`src/rtl/au_acc_csv_pkg.sv`:
```
// -----------------------------------------------------------------------------
// au_acc_csv_pkg
// Shared definitions for the carry-save streaming accumulator:
//   - state_t / ST_ACC, ST_RES, ST_OUT : 2-bit FSM state encoding
//   - clog2()                          : constant ceil(log2) helper used to size
//                                        the result width and operand counter
// -----------------------------------------------------------------------------
package au_acc_csv_pkg;

  typedef logic [1:0] state_t;

  localparam state_t ST_ACC = 2'd0;  // accepting operands
  localparam state_t ST_RES = 2'd1;  // resolving ss + cc
  localparam state_t ST_OUT = 2'd2;  // presenting the result

  // ceil(log2(value)); clog2(1) = 0. Evaluated at elaboration only.
  function automatic int clog2(input int value);
    int result;
    int rem;
    result = 0;
    rem    = value - 1;
    while (rem > 0) begin
      result = result + 1;
      rem    = rem >> 1;
    end
    return result;
  endfunction

endpackage

```
`src/rtl/au_acc_csv_csa_row.sv`:
```
// -----------------------------------------------------------------------------
// au_acc_csv_csa_row
// Purely combinational row of W full adders used as a 3:2 compressor.
// Ports:
//   x_i, y_i, z_i [W-1:0] : three operands
//   sum_o   [W-1:0]       : bitwise sum (x ^ y ^ z)
//   carry_o [W-1:0]       : bitwise majority, NOT shifted; the caller aligns it
// -----------------------------------------------------------------------------
module au_acc_csv_csa_row #(
  parameter int W = 8
) (
  input  logic [W-1:0] x_i,
  input  logic [W-1:0] y_i,
  input  logic [W-1:0] z_i,
  output logic [W-1:0] sum_o,
  output logic [W-1:0] carry_o
);

  for (genvar gi = 0; gi < W; gi++) begin : g_bit
    assign sum_o[gi]   = x_i[gi] ^ y_i[gi] ^ z_i[gi];
    assign carry_o[gi] = (x_i[gi] & y_i[gi]) | (x_i[gi] & z_i[gi]) | (y_i[gi] & z_i[gi]);
  end

endmodule

```
`src/rtl/au_acc_csv.sv`:
```
// -----------------------------------------------------------------------------
// au_acc_csv
// Streaming multi-operand accumulator. Operands arrive on a valid/ready
// handshake and are folded into a redundant sum/carry pair (no carry ripple per
// beat). A group closes on in_last or when NMAX operands have been taken; one
// carry-propagate add then resolves the total, which is offered on an output
// handshake.
// Ports:
//   clk, rst_n          : clock (rising edge), asynchronous active-low reset
//   in_vld, in_rdy      : operand handshake
//   in_last             : final operand of the group
//   a       [WIDTH-1:0] : operand, unsigned
//   out_vld, out_rdy    : result handshake
//   s       [OW-1:0]    : group sum, unsigned
//   ovf                 : group was closed by the NMAX count limit
// -----------------------------------------------------------------------------
module au_acc_csv
  import au_acc_csv_pkg::*;
#(
  parameter  int WIDTH = 8,
  parameter  int NMAX  = 16,
  localparam int OW    = WIDTH + clog2(NMAX)
) (
  input  logic             clk,
  input  logic             rst_n,
  input  logic             in_vld,
  output logic             in_rdy,
  input  logic             in_last,
  input  logic [WIDTH-1:0] a,
  output logic             out_vld,
  input  logic             out_rdy,
  output logic [OW-1:0]    s,
  output logic             ovf
);

  localparam int CW = clog2(NMAX + 1);

  if (WIDTH < 1 || NMAX < 2) begin : g_bad_params
    $fatal(1, "au_acc_csv: illegal parameters WIDTH=%0d NMAX=%0d", WIDTH, NMAX);
  end

  state_t          state_q, state_d;
  logic [OW-1:0]   ss_q, ss_d;
  logic [OW-1:0]   cc_q, cc_d;
  logic [CW-1:0]   cnt_q, cnt_d;
  logic [OW-1:0]   s_q, s_d;
  logic            ovf_q, ovf_d;
  logic            in_rdy_q, in_rdy_d;
  logic            out_vld_q, out_vld_d;

  logic [OW-1:0]   csa_sum;
  logic [OW-1:0]   csa_carry;
  logic [OW-1:0]   a_ext;
  logic            beat;
  logic            at_limit;
  logic            closing;
  logic            unused_carry_msb;

  assign a_ext    = {{(OW - WIDTH){1'b0}}, a};
  // in_rdy_q is high exactly in ACC, so it doubles as the state qualifier.
  assign beat     = in_vld && in_rdy_q;
  // This beat will be the NMAX-th operand of the group.
  assign at_limit = (cnt_q == CW'(NMAX - 1));
  assign closing  = in_last || at_limit;

  au_acc_csv_csa_row #(
    .W(OW)
  ) u_csa_row (
    .x_i    (ss_q),
    .y_i    (cc_q),
    .z_i    (a_ext),
    .sum_o  (csa_sum),
    .carry_o(csa_carry)
  );

  // The carry MSB would shift out of range; OW is sized so it is always zero.
  assign unused_carry_msb = csa_carry[OW-1];

  // ---------------------------------------------------------------------------
  // FSM: state register
  // ---------------------------------------------------------------------------
  always_ff @(posedge clk or negedge rst_n) begin
    if (!rst_n) begin
      state_q <= ST_ACC;
    end else begin
      state_q <= state_d;
    end
  end

  // ---------------------------------------------------------------------------
  // FSM: next-state logic
  // ---------------------------------------------------------------------------
  always_comb begin
    state_d = state_q;
    case (state_q)
      ST_ACC:  if (beat && closing) state_d = ST_RES;
      ST_RES:  state_d = ST_OUT;
      ST_OUT:  if (out_rdy) state_d = ST_ACC;
      default: state_d = ST_ACC;
    endcase
  end

  // ---------------------------------------------------------------------------
  // FSM: outputs. Decoded from the next state and registered, so the handshake
  // flags track the state register with no combinational input path.
  // ---------------------------------------------------------------------------
  always_comb begin
    in_rdy_d  = (state_d == ST_ACC);
    out_vld_d = (state_d == ST_OUT);
  end

  // ---------------------------------------------------------------------------
  // Datapath next-state
  // ---------------------------------------------------------------------------
  always_comb begin
    ss_d  = ss_q;
    cc_d  = cc_q;
    cnt_d = cnt_q;
    s_d   = s_q;
    ovf_d = ovf_q;
    case (state_q)
      ST_ACC: begin
        if (beat) begin
          ss_d  = csa_sum;
          cc_d  = {csa_carry[OW-2:0], 1'b0};
          cnt_d = cnt_q + CW'(1);
          if (closing) begin
            ovf_d = at_limit && !in_last;
          end
        end
      end
      ST_RES: begin
        s_d   = ss_q + cc_q;
        ss_d  = '0;
        cc_d  = '0;
        cnt_d = '0;
      end
      ST_OUT: begin
        if (out_rdy) begin
          ovf_d = 1'b0;
        end
      end
      default: ;
    endcase
  end

  always_ff @(posedge clk or negedge rst_n) begin
    if (!rst_n) begin
      ss_q      <= '0;
      cc_q      <= '0;
      cnt_q     <= '0;
      s_q       <= '0;
      ovf_q     <= 1'b0;
      in_rdy_q  <= 1'b1;
      out_vld_q <= 1'b0;
    end else begin
      ss_q      <= ss_d;
      cc_q      <= cc_d;
      cnt_q     <= cnt_d;
      s_q       <= s_d;
      ovf_q     <= ovf_d;
      in_rdy_q  <= in_rdy_d;
      out_vld_q <= out_vld_d;
    end
  end

  assign in_rdy  = in_rdy_q;
  assign out_vld = out_vld_q;
  assign s       = s_q;
  assign ovf     = ovf_q;

endmodule

```
`config.mk`:
```
export PLATFORM = sky130hd
export DESIGN_NAME = au_acc_csv
export DESIGN_NICKNAME = d
export VERILOG_FILES = /design/src/rtl/au_acc_csv_pkg.sv /design/src/rtl/au_acc_csv_csa_row.sv /design/src/rtl/au_acc_csv.sv
export SDC_FILE = /design/constraint.sdc
export NUM_CORES = 1
export LEC_CHECK = 0
export BUFFER_PORTS_ARGS = -buffer_cell sky130_fd_sc_hd__buf_2
export CORE_MARGIN = 1
export CORE_UTILIZATION = 30
export CTS_CLUSTER_DIAMETER = 50
export DETAILED_ROUTE_END_ITERATION = 10
export SETUP_SLACK_MARGIN = 0.1
export SLEW_MARGIN = 20
export SYNTH_ARGS = -nofsm -noshare
export SYNTH_HDL_FRONTEND = slang
export SYNTH_HIERARCHICAL = 1
export SYNTH_SLANG_ARGS = --single-unit
```
`constraint.sdc`:
```
create_clock -name clk -period 3 [get_ports clk]
set_input_delay 0 -clock clk [delete_from_list [all_inputs] [get_ports clk]]
set_output_delay 0 -clock clk [all_outputs]
set_load 0.05 [all_outputs]
```
==> summary.txt, run 1 <==
Status
  – Run status: finished, final reports clean

Synth
  – FF+latch count, synth: between 40 and 50
  – Post-synthesis cell type count: 39
  – Mapped Avg Cell Area: 9.89 µm²
  – Mapped Cells: 250
  – Register area share after synthesis: 0.456
  – Synth Warn #: 6
  – Synthesized cell area: ~2500 µm²

Clock tree
  – H-tree depth: 2
  – CTS root buf: clkbuf_8
  – Clock-pin slew on the worst setup and hold paths: about 0.1 ns
  – Post-cts sizing count: 0
  – Post-CTS Setup Bufs: 0
  – Clock Sinks: 45
  – Clk_lat worst skew: 0.31 ns
  – CTS tree: yes
  – Clock buffer depth: 2
  – TritonCTS Buffers: 5

Critical path
  – R2R depth: 8
  – CP peak stage delay: roughly 0.4 ns
  – Worst-path cell chain: ha_1 > inv_1 > fa_1 > nand2b_1 > a21oi_1 > o211a_1 > nor4_1 > nand3b_1
  – Startpoint Class: register
  – Worst endpoint required time: 3.19 ns
  – Terminus of the critical flop-to-flop path: s[11]$_DFFE_PN0P_
  – Worst-path fanout max: 4
  – Reg-to-reg startpoint: ss_q[1]$_DFFE_PN0P_
  – Reg-to-reg slack, setup: approximately 0.91 ns
  – Crit path DAT: ~2.3 ns
  – CP endpoint kind: register
  – Kind of critical path: reg2reg
  – Crit path max-delay cell type: dfrtp_1

GRT
  – First-pass GRT wire length: roughly 8.6 mm
  – Grt met3 use: 0.0287
  – GRT Total Usage: 0.129
  – Largest net degree at the start of global routing: 48
  – Met1 Usage GRT: 0.186
  – Vias in the first global route: approximately 1800
  – Total gr overflow: 0
  – GR peak layer: met2
  – Initial antenna violation count: 0
  – GR Layer Usage met2: 0.189

Floorplanning
  – Std-Cell Rows: 32
  – Initial core utilization: 0.315
  – Die area: approximately 8600 µm²
  – Core region area: just under 8000 µm²
  – Die Ht: approximately 93 µm
  – Width of the die: between 90 and 100 µm
  – # IOs: 28

Layout
  – Finished Layout Cells: roughly 390
  – Number of nets in the final layout: between 300 and 400
  – Seq. cell area: about 1100 µm²
  – Final instance area: ~2900 µm²
  – Multi-input gate area: around 1300 µm²
  – Layout area overhead: 15.7%
  – Share of cells above drive strength 1: 0.144
  – Filler cell count: between 800 and 900
  – Most common cell after layout, fill and taps aside: nand2_1
  – Antenna diodes: 0
  – Commonest cells after routing, fill and taps aside: nand2_1, dfrtp_1, o21ai_0, buf_2, fa_1

Pwr
  – VDD IR max: 0.000325 V
  – Lkg Pwr: ~1.4 nW
  – Pwr Density: between 1000 and 1500 nW/µm²

Placed design
  – Final GP Congestion: between 0.7 and 0.8
  – Pre-CTS WS: ~0.96 ns
  – # port buffers: 27
  – Placed Instance Area: 2710 µm²
  – DP Cell Count: approximately 370
  – Hpwl dp: 3.40 mm

Drt
  – Routed vias/inst: around 4.7
  – Post-DR wirelength/cell: about 12 µm
  – Number of remaining DRC errors: 0
  – Antenna-violating nets left: 0
  – Drt total wl: approximately 4.8 mm
  – DRC marker count from the first detailed-route iteration: roughly 110
  – Pre-Repair DR Iteration Count: 4
  – Via count: between 1500 and 2000

Hold path
  – Hold path start: a[4]
  – Hold Path Class: in2reg
  – WHS Endpoint: ss_q[4]$_DFFE_PN0P_
  – Hold path depth: 4

Timing
  – Final hold vios: 0
  – Rel. slew slack: 0.613
  – Slew Limit Fails: 0
  – Period utilization: 0.696
  – Setup slack after layout: 0.912 ns
  – Max Clk Rate: 479 MHz
  – RSZ-0062 raised after global routing: false
  – Worst clock skew: roughly 0.011 ns
  – Min cycle time layout: around 2.1 ns
  – Fin Setup TNS: 0 ns
  – Final setup vio count: 0
  – Worst-Margin Slew: between 0.5 and 0.6 ns

Flow run
  – Number of max-cap violations: 0
==> flip-flops by register name, summed over array words and instances (netlist names) <==
name	cells
cnt_q	5
in_rdy	1
ovf	1
cc_q	11
state_q	2
ss_q	12
s	12
out_vld	1
==> worst max-delay path: cells and delay by family, from the launching register on <==
| kind | cells | cell delay (ns) |
|---|---|---|
| adder cells (fa/ha/maj) | 2 | 0.59 |
| AO/OA/AOI/OAI | 2 | 0.51 |
| flip-flops | 1 | 0.41 |
| AND/OR/NAND/NOR | 3 | 0.39 |
| buffers and inverters | 1 | 0.06 |
==> per-stage QoR <==
stage                      util  hold WS, ns  power, mW
final                     0.365       0.0584       2.95
after global routing      0.365       0.0842       3.24
after CTS                 0.364       0.0583       2.99
after detailed placement  0.345        0.218       2.50
after global placement    0.345        0.207       2.46
after floorplan               -       -0.296       2.18
==> report_power, final <==
group / total, mW / leakage, nW / internal (mW) / switching, mW
registers: 1.08 / 0.580 / 0.860 / 0.224
clock network: 0.474 / 0.0543 / 0.250 / 0.224
logic: 1.39 / 0.723 / 0.479 / 0.908
==> layout make-up <==
class	instances	share of cell area
timing repair buffer	34	0.0699
sequential	45	0.394
multi-input combinational	193	0.446
inverter	4	0.00524
clock buffer	5	0.0240
clock inverter	3	0.0162
tap	102	0.0446
==> logic make-up (layout without fill, tap and decap cells) <==
logic type | Yosys count | after routing | share of synthesized area
AO/OA/AOI/OAI | 60 | 60 | 0.142
XOR/XNOR | 7 | 7 | 0.0248
adder cells (fa/ha/maj) | 25 | 25 | 0.166
buffers and inverters | 16 | 46 | 0.0339
flip-flops | 45 | 45 | 0.456
multiplexers | 2 | 2 | 0.00809
other | 1 | 5 | 0.00152
AND/OR/NAND/NOR | 94 | 94 | 0.168
==> layer usage <==
| metal | routed length (µm) | vias to the layer above | share of wire |
|---|---|---|---|
| li1 | - | 914 | - |
| met1 | 2440 | 869 | 0.51 |
| met2 | 2130 | 26 | 0.44 |
| met3 | 148 | 7 | 0.031 |
| met4 | 68 | 0 | 0.014 |
| met5 | 0 | - | 0 |
==> cell usage after synthesis <==
master / count / area, µm²
nor2b_1: 1 / 6.26
nand4_1: 4 / 25.0
buf_6: 1 / 11.3
nand2_1: 65 / 244
a21o_1: 2 / 15.0
o211ai_1: 3 / 22.5
xor2_1: 5 / 43.8
fa_1: 13 / 260
conb_1: 1 / 3.75
buf_2: 7 / 35.0
nor3_4: 1 / 16.3
mux2i_1: 2 / 20.0
clkbuf_1: 2 / 7.51
o31ai_1: 3 / 22.5
buf_4: 2 / 15.0
o21a_1: 2 / 15.0
xnor2_1: 2 / 17.5
and2b_1: 1 / 7.51
a31o_1: 1 / 8.76
o2111ai_1: 1 / 8.76
inv_1: 4 / 15.0
nor2_1: 6 / 22.5
dfstp_2: 1 / 26.3
nor3_1: 2 / 10.0
ha_1: 12 / 150
a31o_2: 1 / 8.76
nand2b_1: 5 / 31.3
nand3b_1: 1 / 7.51
a21oi_1: 11 / 55.1
o21ai_0: 30 / 150
and3_1: 3 / 18.8
a22oi_1: 1 / 7.51
nand3_1: 4 / 20.0
a2bb2oi_1: 1 / 8.76
nor4_1: 1 / 6.26
dfrtp_1: 44 / 1100
o211a_1: 1 / 10.0
a221oi_1: 1 / 8.76
o21ai_1: 2 / 10.0
==> worst max path at each step <==
stage / startpoint / endpoint / slack (ns) / depth (start not counted)
final: ss_q[1]$_DFFE_PN0P_ / s[11]$_DFFE_PN0P_ / 0.91 / 8
after global routing: ss_q[1]$_DFFE_PN0P_ / s[11]$_DFFE_PN0P_ / 0.69 / 8
after detailed placement: ss_q[1]$_DFFE_PN0P_ / s[11]$_DFFE_PN0P_ / 0.96 / 8
after global placement: ss_q[1]$_DFFE_PN0P_ / s[11]$_DFFE_PN0P_ / 1.02 / 8
after CTS: ss_q[1]$_DFFE_PN0P_ / s[11]$_DFFE_PN0P_ / 0.91 / 8
after floorplan: ss_q[1]$_DFFE_PN0P_ / s[11]$_DFFE_PN0P_ / 1.14 / 8
==> repair_timing <==
action | 4_1_cts | 5_1_grt
hold buffers | 4 | 0
endpoints found under the setup margin | 0 | 0
hold endpoints to repair | 49 | 0
No activity file was read; power rests on OpenSTA's default activity.
==> inputs of run 2 (changes only) <==
==> constraint.sdc (replaced) <==
create_clock -name clk -period 1.7 [get_ports clk]
set_input_delay 0 -clock clk [delete_from_list [all_inputs] [get_ports clk]]
set_output_delay 0 -clock clk [all_outputs]
set_load 0.05 [all_outputs]
==> run 2 against run 1 <==
  * The flow now finishes with violations (negative setup slack)
  * Routed wire length increased by 5.8%
  * Critical path depth stayed put
  * Total power is 91% higher
  * Sequential share of layout area down 2.9 points
  * Global-route usage rose by 0.18 points
==> summary.txt, run 2 (same netlist as run 1, synthesis figures left out) <==
Layout
  – Number of nets in the final layout: 343
  – Layout area overhead: 25.0%
  – Share of cells above drive strength 1: 0.239
  – Commonest cells after routing, fill and taps aside: nand2_1, dfrtp_1, o21ai_0, buf_2, buf_4
  – Antenna diodes: 0
  – Most common cell after layout, fill and taps aside: nand2_1
  – Final instance area: between 3000 and 4000 µm²

Drt
  – Antenna-violating nets left: 0
  – Pre-Repair DR Iteration Count: 4
  – Post-DR wirelength/cell: 12.4 µm
  – DRC marker count from the first detailed-route iteration: 54
  – Number of remaining DRC errors: 0
  – Via count: around 1900
  – Routed vias/inst: roughly 4.7
  – Drt total wl: a little over 5 mm

Placed design
  – # port buffers: 27
  – Hpwl dp: ~3.8 mm
  – Final GP Congestion: between 0.7 and 0.8
  – Placed Instance Area: roughly 2900 µm²

Critical path
  – Worst endpoint required time: approximately 1.9 ns
  – Startpoint Class: register
  – Crit path DAT: 1.93 ns
  – Worst-path fanout max: 3
  – Kind of critical path: reg2reg
  – CP endpoint kind: register

Timing
  – Max Clk Rate: about 570 MHz
  – Final setup vio count: 1
  – Final hold vios: 0
  – Worst clock skew: ~0.0084 ns
  – Worst-Margin Slew: 0.531 ns
  – RSZ-0062 raised after global routing: true
  – Period utilization: 1.03
  – Fin Setup TNS: -0.0504 ns
  – Setup slack after layout: -0.0504 ns
  – Min cycle time layout: between 1.5 and 2 ns
  – Rel. slew slack: 0.646
  – Slew Limit Fails: 0

Floorplanning
  – Std-Cell Rows: 32
  – # IOs: 28
  – Core region area: 7850 µm²
  – Initial core utilization: 0.315
  – Die area: 8610 µm²
  – Width of the die: about 93 µm
  – Die Ht: slightly above 90 µm

Clock tree
  – TritonCTS Buffers: 5
  – Clock buffer depth: 2
  – CTS root buf: clkbuf_8
  – Clock-pin slew on the worst setup and hold paths: roughly 0.090 ns
  – H-tree depth: 2
  – Clk_lat worst skew: about 0.30 ns
  – Clock Sinks: 45
  – CTS tree: yes

Status
  – Run status: finished with violations
  – Failing checks: negative setup slack

GRT
  – Total gr overflow: 0
  – Largest net degree at the start of global routing: 31
  – First-pass GRT wire length: roughly 9 mm
  – Initial antenna violation count: 0
  – GRT Total Usage: 0.131
  – Vias in the first global route: around 1900

Flow run
  – Number of max-cap violations: 0

Pwr
  – Tot Pwr: 5.63 mW
  – Lkg Pwr: approximately 1.5 nW
  – Pwr Density: around 1800 nW/µm²
  – VDD IR max: between 0.0004 and 0.0005 V

Hold path
  – Hold Path Class: in2reg
==> run 2: final timing paths <==
path	slack, ns	to	startpoint	depth (start not counted)
setup / recovery	-0.05	s[11]$_DFFE_PN0P_	cc_q[1]$_DFFE_PN0P_	8
hold / removal	0.07	ss_q[0]$_DFFE_PN0P_	a[0]	4
setup reg to reg	-0.05	s[11]$_DFFE_PN0P_	cc_q[1]$_DFFE_PN0P_	8
hold reg to reg	0.48	s[2]$_DFFE_PN0P_	s[2]$_DFFE_PN0P_	2
max in group asynchronous	0.98	ss_q[8]$_DFFE_PN0P_	rst_n	3
min in group asynchronous	0.20	state_q[1]$_DFF_PN0_	rst_n	2
==> run 2: routing by layer <==
metal / vias up / GRT usage / routed length [µm]
met4: 0 / 0.0295 / 42
met5: - / 0 / 0
met2: 27 / 0.203 / 2320
met1: 938 / 0.182 / 2540
met3: 6 / 0.0345 / 158
li1: 953 / - / -
==> run 2: final cells by class <==
type	instances	area (µm²)
sequential	45	1130
clock buffer	5	68.8
fill	795	4750
tap	102	128
multi-input combinational	193	1320
timing repair buffer	56	393
inverter	4	15.0
clock inverter	3	46.3
==> run 2: metrics by stage <==
step           hold slack [ns]  std cells   util  setup WS, ns
2_1_floorplan           -0.296        254      -       -0.0202
3_3_place_gp            0.0153        395  0.371       -0.0227
3_5_place_dp            0.0123        395  0.371       -0.0660
4_1_cts                 0.0569        407  0.391       -0.0877
5_1_grt                 0.0921        408  0.394        -0.126
6_report                0.0659        408  0.394       -0.0504
==> run 2: worst max-delay path, stage by stage, from the launching register on <==
cell and delay, ns:
dfrtp_1 0.38, ha_2 0.20, inv_2 0.04, fa_2 0.34
nand2b_4 0.16, a21oi_4 0.15, o211a_1 0.17, nor4_1 0.05
nand3b_1 0.16
==> run 2: timing repair <==
action / 4_1_cts / 5_1_grt
pin swaps: 4 / 3
buffers inserted: 1 / 1
hold buffers: 3 / 0
resized for setup: 3 / 4
setup endpoints to repair: 7 / 21
endpoints found under the hold margin: 25 / 0
gates cloned: 0 / 0
==> run 2: where the power goes <==
part / switching (mW) / leakage (nW) / internal, mW / total (mW)
Clock: 0.377 / 0.0543 / 0.440 / 0.818
Combinational: 1.77 / 0.851 / 1.15 / 2.92
Sequential: 0.371 / 0.580 / 1.52 / 1.89
Total: 2.52 / 1.49 / 3.11 / 5.63
==> inputs of run 3 (changes only) <==
--- a/config.mk
+++ b/config.mk
@@ -5,11 +5,12 @@
 export SDC_FILE = /design/constraint.sdc
 export NUM_CORES = 1
 export LEC_CHECK = 0
-export BUFFER_PORTS_ARGS = -buffer_cell sky130_fd_sc_hd__buf_2
+export BUFFER_PORTS_ARGS = -buffer_cell sky130_fd_sc_hd__buf_4
 export CORE_MARGIN = 1
 export CORE_UTILIZATION = 30
 export CTS_CLUSTER_DIAMETER = 50
 export DETAILED_ROUTE_END_ITERATION = 10
+export GPL_TIMING_DRIVEN = 0
 export SETUP_SLACK_MARGIN = 0.1
 export SLEW_MARGIN = 20
 export SYNTH_ARGS = -nofsm -noshare
==> run 3 against run 2 <==
  * The run still ends with negative setup slack left
  * Final cell count decreased by 0.98%
  * Worst setup slack got worse by 0.011 ns
  * Register-to-register slack about the same
  * Critical endpoint unchanged
  * Sequential power increased by 3%
  * Global-route usage increased by 1.6 points
  * Highest routed layer unchanged
==> summary.txt, run 3 (same netlist as run 1, synthesis figures left out) <==
Status
  – Run status: finished with violations
  – Failing checks: negative setup slack

Layout
  – Antenna diodes: 0
  – Share of cells above drive strength 1: 0.245
  – Layout area overhead: 25.9%
  – Seq. cell area: 1130 µm²
  – Most common cell after layout, fill and taps aside: nand2_1
  – Final instance area: 3120 µm²
  – Filler cell count: between 700 and 800
  – Finished Layout Cells: 404
  – Number of nets in the final layout: about 340
  – Commonest cells after routing, fill and taps aside: nand2_1, dfrtp_1, buf_4, o21ai_0, fa_1
  – Multi-input gate area: roughly 1400 µm²

Timing
  – Worst clock skew: 0.0161 ns
  – Final hold vios: 0
  – Worst-Margin Slew: ~0.6 ns
  – Slew Limit Fails: 0
  – Rel. slew slack: 0.611
  – Setup slack after layout: -0.0619 ns
  – Max Clk Rate: approximately 570 MHz
  – Final setup vio count: 3
  – Min cycle time layout: ~1.8 ns
  – Fin Setup TNS: -0.0786 ns
  – RSZ-0062 raised after global routing: true
  – Period utilization: 1.04

Critical path
  – Crit path max-delay cell type: dfrtp_1
  – Worst endpoint required time: 1.88 ns
  – Kind of critical path: reg2reg
  – Crit path DAT: 1.95 ns
  – Reg-to-reg startpoint: cc_q[1]$_DFFE_PN0P_
  – Startpoint Class: register
  – R2R depth: 8
  – CP peak stage delay: approximately 0.37 ns
  – Reg-to-reg slack, setup: -0.06 ns
  – Worst-path fanout max: 3
  – Terminus of the critical flop-to-flop path: s[11]$_DFFE_PN0P_
  – Worst-path cell chain: ha_2 > inv_2 > fa_2 > nand2b_4 > a21oi_4 > o211a_1 > nor4_1 > nand3b_1
  – CP endpoint kind: register

Hold path
  – Hold path start: a[6]
  – Hold Path Class: in2reg
  – Hold path depth: 4
  – WHS Endpoint: ss_q[6]$_DFFE_PN0P_

Floorplanning
  – Core region area: 7850 µm²
  – Std-Cell Rows: 32
  – Die area: around 8600 µm²
  – Width of the die: about 93 µm
  – Initial core utilization: 0.315
  – Die Ht: 92.8 µm
  – # IOs: 28

Pwr
  – Lkg Pwr: about 1.5 nW
  – Pwr Density: around 1800 nW/µm²
  – VDD IR max: between 0.0004 and 0.0005 V

Placed design
  – Final GP Congestion: about 0.76
  – # port buffers: 27
  – Placed Instance Area: 2840 µm²
  – Hpwl dp: 3.95 mm
  – DP Cell Count: around 380

Clock tree
  – Clk_lat worst skew: roughly 0.30 ns
  – H-tree depth: 2
  – CTS root buf: clkbuf_8
  – Clock-pin slew on the worst setup and hold paths: about 0.090 ns
  – Clock buffer depth: 2
  – TritonCTS Buffers: 5
  – CTS tree: yes
  – Clock Sinks: 45

GRT
  – Initial antenna violation count: 0
  – First-pass GRT wire length: just under 10 mm
  – Largest net degree at the start of global routing: 46
  – GRT Total Usage: 0.146
  – Total gr overflow: 0
  – Vias in the first global route: around 2000

Drt
  – Post-DR wirelength/cell: between 10 and 15 µm
  – Via count: between 1500 and 2000
  – Pre-Repair DR Iteration Count: 4
  – Drt total wl: around 5.6 mm
  – Routed vias/inst: 4.77
  – Number of remaining DRC errors: 0
  – DRC marker count from the first detailed-route iteration: about 110
  – Antenna-violating nets left: 0

Flow run
  – Number of max-cap violations: 0
run 3: cell types whose count changed in the layout (fill, tap and decap cells not counted), moves of 2 or more:
cell,change
buf_12,-2
buf_2,-22
buf_4,+20
clkbuf_1,+2
ha_1,-4
ha_2,+3
run 3: timing repair:
item,4_1_cts,5_1_grt
hold endpoints to repair,49,0
setup buffers,4,6
endpoints found under the setup margin,17,33
gates resized for setup,6,18
pin swaps,6,7
hold buffers,3,0
run 3: area by class of cell:
cell class,count,area share
repair buffers,40,0.0988
clock buffers,8,0.0289
well taps,102,0.0410
flip-flops and latches,45,0.362
inverters,4,0.00482
plain buffers,12,0.0249
multi-input cells,193,0.439
run 3: per-layer routing:
layer / wire, µm / GRT usage / share of wire / vias up
met4: 76 / 0.0397 / 0.014 / 0
met3: 257 / 0.0337 / 0.046 / 8
met5: 0 / 0 / 0 / -
li1: - / - / - / 943
met2: 2600 / 0.239 / 0.47 / 47
met1: 2640 / 0.194 / 0.47 / 931
run 3: where the power goes:
part           total [mW]  switching, mW  internal, mW
combinational        3.01           1.80          1.21
clock               0.691          0.359         0.332
sequential           1.94          0.415          1.52
total                5.63           2.57          3.07
run 3: per-stage QoR:
step | hold WS [ns] | total power, mW | setup slack, ns | util
5_1_grt | 0.0763 | 6.18 | -0.162 | 0.397
4_1_cts | 0.0541 | 5.49 | -0.0743 | 0.385
2_1_floorplan | -0.296 | 3.88 | -0.0202 | -
3_5_place_dp | 0.0421 | 4.66 | -0.185 | 0.362
6_report | 0.0558 | 5.63 | -0.0619 | 0.397
3_3_place_gp | 0.0443 | 4.57 | -0.152 | 0.362
run 3: worst max-delay path by stage:
stage / slack (ns) / depth (start not counted) / startpoint / end
2_1_floorplan: -0.02 / 8 / ss_q[1]$_DFFE_PN0P_ / s[11]$_DFFE_PN0P_
6_report: -0.06 / 8 / cc_q[1]$_DFFE_PN0P_ / s[11]$_DFFE_PN0P_
4_1_cts: -0.07 / 8 / cc_q[1]$_DFFE_PN0P_ / s[11]$_DFFE_PN0P_
3_5_place_dp: -0.19 / 8 / cc_q[1]$_DFFE_PN0P_ / s[11]$_DFFE_PN0P_
3_3_place_gp: -0.15 / 8 / cc_q[1]$_DFFE_PN0P_ / s[11]$_DFFE_PN0P_
5_1_grt: -0.16 / 8 / cc_q[1]$_DFFE_PN0P_ / s[9]$_DFFE_PN0P_
run 3: worst max-delay path, delay by kind of cell (launching register included):
family | cells | cell delay, ns
and+or+nand+nor | 3 | 0.36
DFF | 1 | 0.37
AOI/OAI and AO/OA | 2 | 0.34
buffers and inverters | 1 | 0.04
adders and majority gates | 2 | 0.52
